File: config.mk
export PLATFORM = sky130hd
export DESIGN_NAME = prog_loader
export DESIGN_NICKNAME = d
export VERILOG_FILES = /design/src/rtl/prog_loader.sv
export SDC_FILE = /design/constraint.sdc
export NUM_CORES = 1
export LEC_CHECK = 0
export CAP_MARGIN = 20
export CORE_ASPECT_RATIO = 0.8
export CORE_MARGIN = 2
export CORE_UTILIZATION = 50
export CTS_CLUSTER_DIAMETER = 120
export DETAILED_ROUTE_END_ITERATION = 8
export PLACE_DENSITY_LB_ADDON = 0.05
export SYNTH_ARGS = -nofsm -noshare
export SYNTH_HDL_FRONTEND = slang
export SYNTH_SLANG_ARGS = --single-unit
File: constraint.sdc
create_clock -name clk -period 4 [get_ports clk]
set_clock_uncertainty 0.05 [all_clocks]
set_input_delay 0.6 -clock clk [delete_from_list [all_inputs] [get_ports clk]]
set_output_delay 0.6 -clock clk [all_outputs]
set_load 0.005 [all_outputs]
File: src/rtl/prog_loader.sv
// Boot loader: assembles a framed big-endian byte stream into 32-bit words and writes them to instruction RAM.
// Latency: one WRITE cycle per word (5 cycles/word peak); rx_ready drops during WRITE, so the source holds its byte.
module prog_loader #(
    parameter int MEM_DEPTH = 256,
    parameter int ADDR_W    = $clog2(MEM_DEPTH)
) (
    input  logic              clk,
    input  logic              reset,
    input  logic              start,
    input  logic              rx_valid,
    input  logic [7:0]        rx_data,
    output logic              rx_ready,
    output logic              mem_we,
    output logic [ADDR_W-1:0] mem_addr,
    output logic [31:0]       mem_wdata,
    output logic              cpu_reset,
    output logic              busy,
    output logic              done,
    output logic              error,
    output logic [15:0]       word_count
);

    typedef enum logic [2:0] {
        S_IDLE, S_HDR_HI, S_HDR_LO, S_DATA, S_WRITE, S_CHK, S_DONE, S_ERR
    } state_t;

    localparam logic [15:0] DEPTH = 16'(MEM_DEPTH);

    state_t      state;
    logic [1:0]  byte_cnt;
    logic [15:0] word_idx;
    logic [7:0]  csum;
    logic [31:0] shreg;
    logic        accept;
    logic [15:0] n_hdr;

    assign accept = rx_valid & rx_ready;
    // Full header as it will be latched on this edge, so the size checks need no extra cycle.
    assign n_hdr  = {word_count[15:8], rx_data};

    always_ff @(posedge clk or negedge reset) begin
        if (!reset) begin
            state      <= S_IDLE;
            byte_cnt   <= 2'd0;
            word_idx   <= 16'd0;
            csum       <= 8'd0;
            shreg      <= 32'd0;
            word_count <= 16'd0;
        end else begin
            case (state)
                S_IDLE, S_DONE, S_ERR: begin
                    if (start) begin
                        state    <= S_HDR_HI;
                        byte_cnt <= 2'd0;
                        word_idx <= 16'd0;
                        csum     <= 8'd0;
                    end
                end
                S_HDR_HI: begin
                    if (accept) begin
                        word_count[15:8] <= rx_data;
                        state            <= S_HDR_LO;
                    end
                end
                S_HDR_LO: begin
                    if (accept) begin
                        word_count[7:0] <= rx_data;
                        if (n_hdr > DEPTH)
                            state <= S_ERR;
                        else if (n_hdr == 16'd0)
                            state <= S_CHK;
                        else
                            state <= S_DATA;
                    end
                end
                S_DATA: begin
                    if (accept) begin
                        shreg    <= {shreg[23:0], rx_data};
                        csum     <= csum ^ rx_data;
                        byte_cnt <= byte_cnt + 2'd1;
                        if (byte_cnt == 2'd3)
                            state <= S_WRITE;
                    end
                end
                S_WRITE: begin
                    word_idx <= word_idx + 16'd1;
                    if (word_idx + 16'd1 == word_count)
                        state <= S_CHK;
                    else
                        state <= S_DATA;
                end
                S_CHK: begin
                    if (accept)
                        state <= (rx_data == csum) ? S_DONE : S_ERR;
                end
                default: state <= S_IDLE;
            endcase
        end
    end

    assign rx_ready  = (state == S_HDR_HI) || (state == S_HDR_LO) ||
                       (state == S_DATA)   || (state == S_CHK);
    assign busy      = rx_ready || (state == S_WRITE);
    assign mem_we    = (state == S_WRITE);
    assign mem_addr  = word_idx[ADDR_W-1:0];
    assign mem_wdata = shreg;
    assign done      = (state == S_DONE);
    assign error     = (state == S_ERR);
    assign cpu_reset = (state != S_DONE);

endmodule

==> results_dict.tcl <==
set metrics [dict create \
    required_ns 3.35 \
    initial_core_util_pct 52.3 \
    clock_power_share_pct 19.1 \
    grt.overflow.total 0 \
    antenna-diode-count 0 \
    clock_insertion_delay_worst_skew_ns 0.35 \
    hold_viol_final 0 \
    setup.worst_path.start_class "flip-flop" \
    worst-slew-pin-transition_ns 0.972 \
    final_min_period_over_clock_period_pct 73.6 \
    synth-async-reset-ratio_pct 100 \
    cts_hold_repair.buffers 0 \
    syn-num-nets 444 \
    yosysUniqueCellTypes 52 \
    die-width_um 103 \
    p_switching_w 0.00118 \
    static_leakage_nw 2.13 \
    setup_viol 0 \
    drt_first_iter_violations 188 \
    ir_worst_vdd_v 0.000433 \
    ys_seq_elements 77 \
    num_io_pins 74 \
    placement.io_buffers 73 \
    hold_path_class "input port to async pin" \
    cp-end-kind "output port" \
    netlist_instances 430 \
    vias 3297 \
    timing_max_transition_violations_final 0 \
    place.detailed.instances 584 \
    dp_hpwl_um 6790 \
    syn_area_um2 3940 \
    syn_to_final_growth_pct 24.3 \
    critical_path_fanout_max 22 \
    power.share.switching_pct 35.0 \
    grt_pass1_wl_um 16000 \
    wirelength_per_cell_um 16.5 \
    area_of_the_die_um2 8600 \
    cts_made_buffers 9 \
    ctsResizeCount 0 \
    detailedRoute.firstPassIterationCount 6 \
    number_of_global_route_vias_before_repair 3059 \
    core_utilization_of_the_finished_layout_pct 64.9 \
    final.setup.tns_ns 0 \
    fin_nets 504 \
    die_height_um 83.4 \
    path_clk_slew_ns 0.08 \
    ant_nets 0 \
    setup_repair_after_global_routing_missed_its_margin "no" \
    route.detailed.vias_per_inst 5.50 \
    dpl-instance-area_um2 4680 \
    critPathArrivalTime_ns 2.30 \
    intPower_w 0.00219 \
    report.power.total_w 0.00337 \
    htree_num_levels 3 \
    run_status "completed" \
    synth-seq-area-share_pct 49.0 \
    design_area_um2 4890 \
    fin_cells 600 \
    max_slew_margin_pct 35.2 \
    synth_area_per_inst_um2 9.15 \
    max-clock-path-buffers 2 \
    fp.coreArea_um2 7530 \
    tritoncts "done" \
    tritoncts_num_sinks 77 \
    maxCapViolations 0 \
    pwr-share-seq_pct 40.6 \
    achievable-frequency_mhz 339 \
    cellPowerDensity_nw_per_um2 690 \
    combinationalPowerShare_pct 40.3 \
    crit_type "flip-flop to output port" \
    clock_tree.root_cell "clkbuf_8" \
    drc_errors_left 0 \
    grt_antenna_before_repair 0 \
    ys_warn_count 0 \
    drive_above_1_share_pct 10.1 \
    synthFlopType "dfrtp_1" \
    gr-usage-all-layers_pct 24.1 \
    period_needed_ns 2.95 \
    wirelength_um 9890 \
    largest_net_degree_at_the_start_of_global_routing 78 \
    synth_edf_count 0 \
    core.rowCount 28 \
    finalWeightedCongestion 0.871 \
    post_cts_buffers 0 \
]
==> placed cells by master (no fill, tap or decap), types with 3 or more instances in the layout <==
| cell | instances |
|---|---|
| nand2_1 | 116 |
| and3_1 | 4 |
| nand3_1 | 9 |
| xor2_1 | 6 |
| dfrtp_1 | 77 |
| clkbuf_8 | 9 |
| a21oi_1 | 7 |
| nor4_1 | 6 |
| o41ai_1 | 3 |
| o21ai_1 | 17 |
| nor3_1 | 4 |
| mux2_2 | 17 |
| o31ai_1 | 5 |
| buf_4 | 5 |
| clkinvlp_4 | 3 |
| clkdlybuf4s50_1 | 72 |
| inv_1 | 5 |
| o21ai_0 | 23 |
| nor2_1 | 30 |
| nand2b_1 | 3 |
| xnor2_1 | 24 |
| nand4_1 | 6 |
==> registers in the layout (all words and copies together) (netlist names) <==
register    flops
word_count     16
byte_cnt        2
mem_wdata      32
state           3
csum            8
word_idx       16
==> metal layers <==
metal	GRT usage [%]	routed length, um
met3	5.81	622
met2	32.6	4160
met4	4.43	63
met1	39.0	5050
met5	0	0
==> stage by stage <==
step           worst slack, ns  hold WS, ns
6_report                  1.05        0.340
5_1_grt                  0.887        0.415
4_1_cts                   1.06        0.388
3_5_place_dp              1.36        0.413
3_3_place_gp              1.42        0.407
2_1_floorplan             1.83        0.254
==> cells in the mapped netlist, types with 2 or more instances <==
cell	n	share of area [%]
o41ai_1	3	0.67
a22o_1	2	0.45
o211ai_1	2	0.38
a21oi_1	7	0.89
a31oi_1	2	0.32
dfrtp_1	77	49
o22ai_1	2	0.32
mux2_2	17	4.9
xnor2_1	24	5.3
clkbuf_1	16	1.5
nor4_2	2	0.64
o31ai_1	5	0.95
o21ai_1	17	2.2
inv_1	5	0.48
xor2_1	6	1.3
nand3_1	9	1.1
o21ai_0	23	2.9
nand2b_1	3	0.48
nor4_1	6	0.95
buf_4	12	2.3
nand2_1	116	11
or3_1	2	0.32
ha_1	2	0.64
nor2_1	30	2.9
nand4_1	6	0.95
and3_1	4	0.64
nor3_1	4	0.51
nand2_2	2	0.32
==> worst max-delay path: stages (launching register included) <==
cell	delay (ns)
dfrtp_1	0.54
nor2_1	0.19
nand2_1	0.07
buf_4	0.23
inv_1	0.34
clkdlybuf4s50_1	0.58
==> final cells by class <==
cell class | count | area [um2]
Sequential cell | 77 | 1930
Inverter | 6 | 22.5
Clock inverter | 6 | 87.6
Multi-Input combinational cell | 319 | 1840
Timing Repair Buffer | 77 | 758
Clock buffer | 10 | 128
Tap cell | 105 | 131
Fill cell | 636 | 2640
==> power by group through the flow <==
stage / clock, W / combinational (W) / sequential, W
6_report: 0.000644 / 0.00136 / 0.00137
5_1_grt: 0.000694 / 0.00151 / 0.00142
4_1_cts: 0.000656 / 0.00137 / 0.00137
3_5_place_dp: 0 / 0.00136 / 0.00138
3_3_place_gp: 0 / 0.00133 / 0.00137
2_1_floorplan: 0 / 0.000720 / 0.00129
==> worst paths after layout <==
kind,cells past startpoint,slack [ns],to,startpoint
max,5,1.05,mem_we,state[1]
min,1,0.34,mem_wdata[24],reset
max reg2reg,6,1.47,state[1],word_idx[0]
min reg2reg,2,0.43,mem_wdata[28],mem_wdata[28]
max in group asynchronous,1,2.92,word_count[13],reset
min in group clk,2,0.43,mem_wdata[28],mem_wdata[28]
==> logic make-up after synthesis <==
group,after synthesis,share of synthesized area (%)
buffers and inverters,34,4.39
adder cells (fa/ha/maj),2,0.636
AO/OA/AOI/OAI,71,11.0
flip-flops,77,49.0
XOR/XNOR,31,7.28
AND/OR/NAND/NOR,198,22.9
multiplexers,17,4.86
(Power assumes the default switching activity.)
